### config.mk
export PLATFORM = sky130hd
export DESIGN_NAME = sram_access_arbiter
export DESIGN_NICKNAME = d
export VERILOG_FILES = /design/src/rtl/sram_arb_pkg.sv /design/src/rtl/sram_access_arbiter_rr_arbiter2.sv /design/src/rtl/sram_access_arbiter.sv
export SDC_FILE = /design/constraint.sdc
export NUM_CORES = 1
export LEC_CHECK = 0
export CORE_ASPECT_RATIO = 0.6
export CORE_UTILIZATION = 40
export CTS_CLUSTER_DIAMETER = 80
export CTS_CLUSTER_SIZE = 16
export DETAILED_ROUTE_END_ITERATION = 8
export GPL_ROUTABILITY_DRIVEN = 0
export PLACE_DENSITY = 0.77
export SLEW_MARGIN = 20
export SYNTH_ARGS = -nofsm -noshare
export SYNTH_HDL_FRONTEND = slang
export SYNTH_HIERARCHICAL = 1
export SYNTH_SLANG_ARGS = --single-unit
### constraint.sdc
create_clock -name clk_clk -period 2.12 [get_ports clk_clk]
set_input_delay 0.424 -clock clk_clk [delete_from_list [all_inputs] [get_ports clk_clk]]
set_output_delay 0.424 -clock clk_clk [all_outputs]
set_load 0.05 [all_outputs]
### src/rtl/sram_arb_pkg.sv
// Shared types and constants for the two-port SRAM access arbiter.
package sram_arb_pkg;

  localparam int ADDR_W_DEF = 11;
  localparam int DATA_W_DEF = 8;

  localparam logic RW_READ  = 1'b1;
  localparam logic RW_WRITE = 1'b0;

  typedef enum logic [1:0] {
    IDLE,
    ACCESS,
    WAIT,
    DONE
  } state_t;

endpackage

### src/rtl/sram_access_arbiter_rr_arbiter2.sv
// Two-way round-robin pick: a lone requester always wins, a tie goes to ptr.
module rr_arbiter2 (
  input  logic       req0,
  input  logic       req1,
  input  logic       ptr,
  output logic [1:0] grant,
  output logic       win_id
);

  always_comb begin
    grant  = 2'b00;
    win_id = 1'b0;
    if (req0 && req1) begin
      win_id = ptr;
      grant  = ptr ? 2'b10 : 2'b01;
    end else if (req0) begin
      grant = 2'b01;
    end else if (req1) begin
      grant  = 2'b10;
      win_id = 1'b1;
    end
  end

endmodule

### src/rtl/sram_access_arbiter.sv
// Shares a single-port SRAM between a PIO bridge (port 0) and a hardware
// client (port 1); one transaction at a time, completed by a one-cycle ack.
module sram_access_arbiter
  import sram_arb_pkg::*;
#(
  parameter int ADDR_W   = ADDR_W_DEF,
  parameter int DATA_W   = DATA_W_DEF,
  parameter int READ_LAT = 1
) (
  input  logic              clk_clk,
  input  logic              reset_reset,
  // Handshake: reqN rises with weN/addrN/wdataN stable and stays high until
  // ackN pulses for one cycle; dropping it early does not cancel the access.
  input  logic              req0,
  input  logic              req1,
  input  logic              we0,
  input  logic              we1,
  input  logic [ADDR_W-1:0] addr0,
  input  logic [ADDR_W-1:0] addr1,
  input  logic [DATA_W-1:0] wdata0,
  input  logic [DATA_W-1:0] wdata1,
  output logic              ack0,
  output logic              ack1,
  output logic [DATA_W-1:0] rdata0,
  output logic [DATA_W-1:0] rdata1,
  output logic              busy,
  output logic              sram_en,
  output logic              sram_rw,
  output logic [ADDR_W-1:0] sram_addr,
  output logic [DATA_W-1:0] sram_din,
  input  logic [DATA_W-1:0] sram_dout,
  output state_t            state_dbg
);

  localparam logic [1:0] LAT_INIT = 2'(READ_LAT);

  state_t      state;
  logic        ptr;
  logic        win_q;
  logic        we_q;
  logic [1:0]  wait_cnt;
  logic [1:0]  grant;
  logic        win_id;
  logic        sel_we;
  logic [ADDR_W-1:0] sel_addr;
  logic [DATA_W-1:0] sel_wdata;

  rr_arbiter2 u_arb (
    .req0   (req0),
    .req1   (req1),
    .ptr    (ptr),
    .grant  (grant),
    .win_id (win_id)
  );

  assign sel_we    = win_id ? we1    : we0;
  assign sel_addr  = win_id ? addr1  : addr0;
  assign sel_wdata = win_id ? wdata1 : wdata0;

  assign busy      = (state != IDLE);
  assign state_dbg = state;

  always_ff @(posedge clk_clk) begin
    if (reset_reset) begin
      state     <= IDLE;
      ptr       <= 1'b0;
      win_q     <= 1'b0;
      we_q      <= 1'b0;
      wait_cnt  <= 2'd0;
      ack0      <= 1'b0;
      ack1      <= 1'b0;
      rdata0    <= '0;
      rdata1    <= '0;
      sram_en   <= 1'b0;
      sram_rw   <= RW_READ;
      sram_addr <= '0;
      sram_din  <= '0;
    end else begin
      ack0 <= 1'b0;
      ack1 <= 1'b0;
      case (state)
        IDLE: begin
          if (|grant) begin
            win_q     <= win_id;
            we_q      <= sel_we;
            sram_en   <= 1'b1;
            sram_rw   <= sel_we ? RW_WRITE : RW_READ;
            sram_addr <= sel_addr;
            sram_din  <= sel_we ? sel_wdata : '0;
            state     <= ACCESS;
          end
        end
        ACCESS: begin
          sram_en  <= 1'b0;
          sram_din <= '0;
          if (we_q) begin
            ack0  <= ~win_q;
            ack1  <= win_q;
            state <= DONE;
          end else begin
            wait_cnt <= LAT_INIT;
            state    <= WAIT;
          end
        end
        WAIT: begin
          wait_cnt <= wait_cnt - 2'd1;
          // Last wait cycle is exactly READ_LAT after the enable cycle.
          if (wait_cnt == 2'd1) begin
            if (win_q) rdata1 <= sram_dout;
            else       rdata0 <= sram_dout;
            ack0  <= ~win_q;
            ack1  <= win_q;
            state <= DONE;
          end
        end
        DONE: begin
          ptr       <= ~win_q;
          sram_rw   <= RW_READ;
          sram_addr <= '0;
          state     <= IDLE;
        end
        default: state <= IDLE;
      endcase
    end
  end

endmodule

# Word level (Yosys, flattened, before mapping)
# Index checks and enable logic that the tools add are counted.
[op_classes] n_addsub=1 n_eq_ne=7 muxes=32 bitwise=1 n_reduce_logical=14
[op_table] cell="$mux W8" n=3
[op_table] cell="$mux W11" n=2
[op_table] cell="$pmux W11 S2" n=1
[op_table] cell="$pmux W8 S2" n=1
[op_table] cell="$mux W2" n=7
[op_table] cell="$mux W1" n=12
[op_table] cell="$reduce_and A2 Y1" n=5
[op_table] cell="$pmux W1 S2" n=4
[op_table] cell="$pmux W2 S4" n=1
[op_table] cell="$reduce_bool A2 Y1" n=4
[op_table] cell="$ne A2 B2 Y1 const B" n=3
[op_table] cell="$reduce_and A3 Y1" n=2
[op_table] cell="$eq A2 B1 Y1 const B" n=2
[op_table] cell="$eq A2 B2 Y1 const B" n=2
[op_table] cell="$pmux W2 S2" n=1
[op_table] cell="$logic_not A2 Y1" n=1
[op_table] cell="$reduce_or A2 Y1" n=1
[op_table] cell="$sub A2 B1 Y2 const B" n=1
[op_table] cell="$logic_and A1 B1 Y1" n=1
[op_table] cell="$not A1 Y1" n=1
[word_totals] regBits=46 input_bits=52 output_inout_bits=42 wordCells=68

# Depth between registers and ports, before layout
[logic_depth] ltp_word=7 depth_mapped=8 depth_no_buf=5

# Hierarchy
# Netlist, hierarchy kept.
[modules_own_cells] module="sram_access_arbiter" instances=1 cells_each=208 area_each_um2=2077.0 seq_area_each_um2=920.9
[modules_own_cells] module="rr_arbiter2" instances=1 cells_each=4 area_each_um2=26.3 seq_area_each_um2=0.0

# Worst setup path before layout
# Ideal clock, no wire load.
[synth_path] path_kind="register -> register" from="register state[0], in the netlist state_dbg[0]" to="register sram_addr[10]" setup_time_ps=67 arrival_time_ps=2060 slack_ps=-7 stages_incl_launch_ff=7 cell_sequence="dfxtp_1 inv_1 ha_1 nor3b_4 buf_6 or4_4 a21oi_2"
[synth_between] elab_chain_cells=3 elab_cells_between_ends=6 classes_between="eq/ne (2); mux (1); reduce/logical (3)"
[synth_lines] item="from (decl)" line_no="sram_access_arbiter.sv:37" source="state_t state;"
[synth_lines] item="from (signal assigned)" line_no="sram_access_arbiter.sv:65" source="state <= IDLE;"
[synth_lines] item="from (signal assigned)" line_no="sram_access_arbiter.sv:90" source="state <= ACCESS;"
[synth_lines] item="from (signal assigned)" line_no="sram_access_arbiter.sv:99" source="state <= DONE;"
[synth_lines] item="$eq A2 B2 Y1 / $logic_not A2 Y1 (equally long branches)" line_no="sram_access_arbiter.sv:81" source="case (state)"
[synth_lines] item="$reduce_bool A2 Y1 (no source line) / $ne A2 B2 Y1 (equally long branches)"
[synth_lines] item="$reduce_and A2 Y1 (no source line)"
[synth_lines] item="to (signal assigned)" line_no="sram_access_arbiter.sv:88" source="sram_addr <= sel_addr;"
[synth_lines] item="to (decl)" line_no="sram_access_arbiter.sv:29" source="output logic [ADDR_W-1:0] sram_addr,"
# Several ways; a longest one is shown, not always the timed one.
# A chain may end at the register's enable or synchronous reset.

# Worst setup path in the final report
[layout_path] from="register state[0], in the netlist state_dbg[0]" to="output busy"
[layout_between] elab_chain_cells=1
[layout_lines] item="$reduce_bool A2 Y1" line_no="sram_access_arbiter.sv:60" source="assign busy = (state != IDLE);"
[layout_lines] item="to (decl)" line_no="sram_access_arbiter.sv:26" source="output logic busy,"
# Every way passes these cells.

==> load_flow_metrics.sql <==
INSERT INTO impl_metrics (metric_group, metric, value, unit) VALUES
('grt', 'grt_pass1_vias', '1811', ''),
('drt', 'wire_per_inst', '14.1', 'µm'),
('setup_path', 'critPathTopFamily', 'buffers and inverters', ''),
('clock_tree', 'clock-sinks', '46', ''),
('logic_synthesis', 'dominant_combinational_cell_family_by_area_after_synthesis', 'multiplexers', ''),
('floorplan', 'floorplan.initialDensity', '41.6', '%'),
('drt', 'number_of_design_rule_violations_left_after_detail_routing', '0', ''),
('setup_path', 'path_depth', '4', ''),
('logic_synthesis', 'synth.largest_area_cell', 'dfxtp_1', ''),
('setup_path', 'cp_capture_point', 'busy', ''),
('setup_path', 'cp.buffers_inverters', '3', ''),
('placed_design', 'dp_cells', '368', ''),
('sta', 'final_period_minus_worst_setup_slack', '2.03', 'ns'),
('setup_path', 'regToRegStartpoint', 'state_dbg[0]', ''),
('grt', 'grt-ovfl-total', '0', ''),
('grt', 'grt_first_pass_wirelength', '8.58', 'mm'),
('sta', 'worst_hold_slack', '0.476', 'ns'),
('pwr', 'leak', '1.30', 'nW'),
('finish', 'num-nets-final', '369', ''),
('logic_synthesis', 'syn_avg_cell_area', '9.92', 'µm²'),
('logic_synthesis', 'post_synth_xor_area_fraction', '0', '%'),
('grt', 'grt.busiest_layer', 'met2', ''),
('logic_synthesis', 'synth_adder_area_share', '4.76', '%'),
('finish', 'layout.cells.most_common', 'clkdlybuf4s50_1', ''),
('clock_tree', 'path_clk_slew', '0.10', 'ns'),
('logic_synthesis', 'mappedNetlistNets', '272', ''),
('finish', 'multi_input_gate_area_in_the_final_layout', '1070', 'µm²'),
('finish', 'mostFrequentLayoutCells', 'clkdlybuf4s50_1, dfxtp_1, mux2i_1', ''),
('logic_synthesis', 'netlist_instances', '212', ''),
('drt', 'route.detailed.vias_per_inst', '4.98', ''),
('clock_tree', 'root_buffer_master', 'clkbuf_8', ''),
('grt', 'globalRouteMet1Util', '27.8', '%'),
('clock_tree', 'worst_skew_pair.late_latency', '0.29', 'ns'),
('grt', 'grtUsageTotal', '19.8', '%'),
('clock_tree', 'cts-buffers-inserted', '5', ''),
('status', 'run_status', 'completed', ''),
('sta', 'rsz_0062_raised_after_global_routing', 'yes', ''),
('grt', 'grt_start_max_net_pins', '28', ''),
('clock_tree', 'postCtsResizedCells', '0', ''),
('pwr', 'worst_ir_drop_vdd', '0.000584', 'V'),
('sta', 'fin_worst_skew', '0.00928', 'ns'),
('finish', 'fill_cells', '434', ''),
('drt', 'drt-initial-drc-count', '39', ''),
('pwr', 'power-per-cell-area', '1040', 'nW/µm²'),
('placed_design', 'io_buffers', '93', ''),
('logic_synthesis', 'ys_ff_latch', '46', ''),
('logic_synthesis', 'synth_compound_area_share', '14.2', '%'),
('sta', 'finalCritPeriodShare', '95.6', '%'),
('grt', 'grt.met2_usage', '31.1', '%'),
('grt', 'number_of_antenna_violations_at_the_first_check_in_global_routing', '0', ''),
('clock_tree', 'cts_max_level', '2', ''),
('floorplan', 'vertical_die_dimension', '58.2', 'µm'),
('logic_synthesis', 'synth-simple-area-share', '13.2', '%'),
('logic_synthesis', 'yosys-top-cells-area', 'dfxtp_1, mux2i_1, ha_1', ''),
('sta', 'final_max_slew_viol_count', '0', ''),
('setup_path', 'worst_r2r_endpoint', 'sram_addr[1]', ''),
('finish', 'post_route_cells_drive_above_1_share', '9.03', '%'),
('logic_synthesis', 'synth-warning-count', '6', ''),
('floorplan', 'fp.coreArea', '5050', 'µm²'),
('floorplan', 'floorplan.die_area', '5560', 'µm²'),
('finish', 'final_cells', '376', ''),
('setup_path', 'crit_type', 'flop to output port', ''),
('sta', 'report.final.setup_viol', '0', ''),
('drt', 'totalWireLength', '5.31', 'mm'),
('setup_path', 'startpoint_type', 'flop', ''),
('sta', 'pnr_worst_setup_slack', '0.0943', 'ns'),
('logic_synthesis', 'synth_top_cell_area_share', '43.8', '%'),
('placed_design', 'dpl.hpwl', '3.99', 'mm'),
('worst_hold_path', 'min_path_type', 'flop to flop', ''),
('sta', 'slew-limit-headroom', '61.2', '%'),
('grt', 'met3_capacity_usage_during_global_routing', '5.77', '%');
## layout make-up
class                   count  share of cell area, %
inverters                   7                  0.813
clock buffers               5                   2.13
repair buffers            104                   32.1
clock inverters             3                  0.736
well taps                  66                   2.56
multi-input cells         145                   33.2
flip-flops and latches     46                   28.5
## cells in the mapped netlist, drive strengths merged
| cell type | number |
|---|---|
| o2bb2ai | 8 |
| clkbuf | 5 |
| nand3 | 3 |
| nand2b | 2 |
| nand2 | 3 |
| ha | 8 |
| or3 | 1 |
| a21boi | 2 |
| dfxtp | 46 |
| o31ai | 1 |
| mux2i | 38 |
| nor2 | 26 |
| nand3b | 1 |
| nor3b | 1 |
| or4 | 11 |
| a311oi | 2 |
| o21ba | 2 |
| a21oi | 14 |
| o21ai | 14 |
| o31a | 2 |
| nor3 | 2 |
| o21a | 1 |
| and2 | 1 |
| mux2 | 1 |
| buf | 9 |
| nor2b | 1 |
| inv | 7 |
## cells by family (layout without fill, tap and decap cells)
kind of cell	Yosys count	in the layout
fa+ha+maj	8	8
flops	46	46
simple gates	52	52
buf+inv	21	119
mux	39	39
compound gates	46	46
## routing by layer
metal | vias up | share of wire [%]
li1 | 954 | -
met1 | 868 | 51
met2 | 48 | 44
met3 | 2 | 4.9
met4 | 0 | 0.43
met5 | - | 0
## what timing repair did
action,CTS,global route
setup buffers,0,0
hold buffers,0,0
setup endpoints to repair,0,1
## where the power goes
| group | internal, mW | switching, mW | total [mW] |
|---|---|---|---|
| combinational | 0.692 | 1.03 | 1.72 |
| clock | 0.236 | 0.316 | 0.552 |
| sequential | 1.01 | 0.0882 | 1.10 |
| total | 1.94 | 1.43 | 3.37 |
## through the flow
step / TNS, ns / util, %
final: 0 / 63.9
after global routing: -0.0231 / 63.9
after CTS: 0 / 63.9
after detailed placement: -1.80 / 62.1
after global placement: -0.785 / 62.1
after floorplan: 0 / -
## worst min path at each step
stage / from / endpoint / slack (ns)
2_1_floorplan: wait_cnt[1] / wait_cnt[1] / 0.45
3_3_place_gp: sram_din[2] / sram_din[2] / 0.45
3_5_place_dp: sram_din[4] / sram_din[4] / 0.45
4_1_cts: sram_din[4] / sram_din[4] / 0.48
5_1_grt: sram_din[0] / sram_din[0] / 0.49
6_report: sram_din[0] / sram_din[0] / 0.48
## state kept, by name, summed over array words and instances, names as in the netlist, 2 cells and up
register,cells
rdata0,8
rdata1,8
sram_addr,11
sram_din,8
state_dbg,2
wait_cnt,2
## worst register-to-register path: cells and delay by family (launching register included)
family | cells | cell delay, ns
compound gates | 1 | 0.16
simple gates | 2 | 0.67
buf+inv | 2 | 0.30
fa+ha+maj | 1 | 0.29
flops | 1 | 0.37
(Power assumes the default switching activity.)
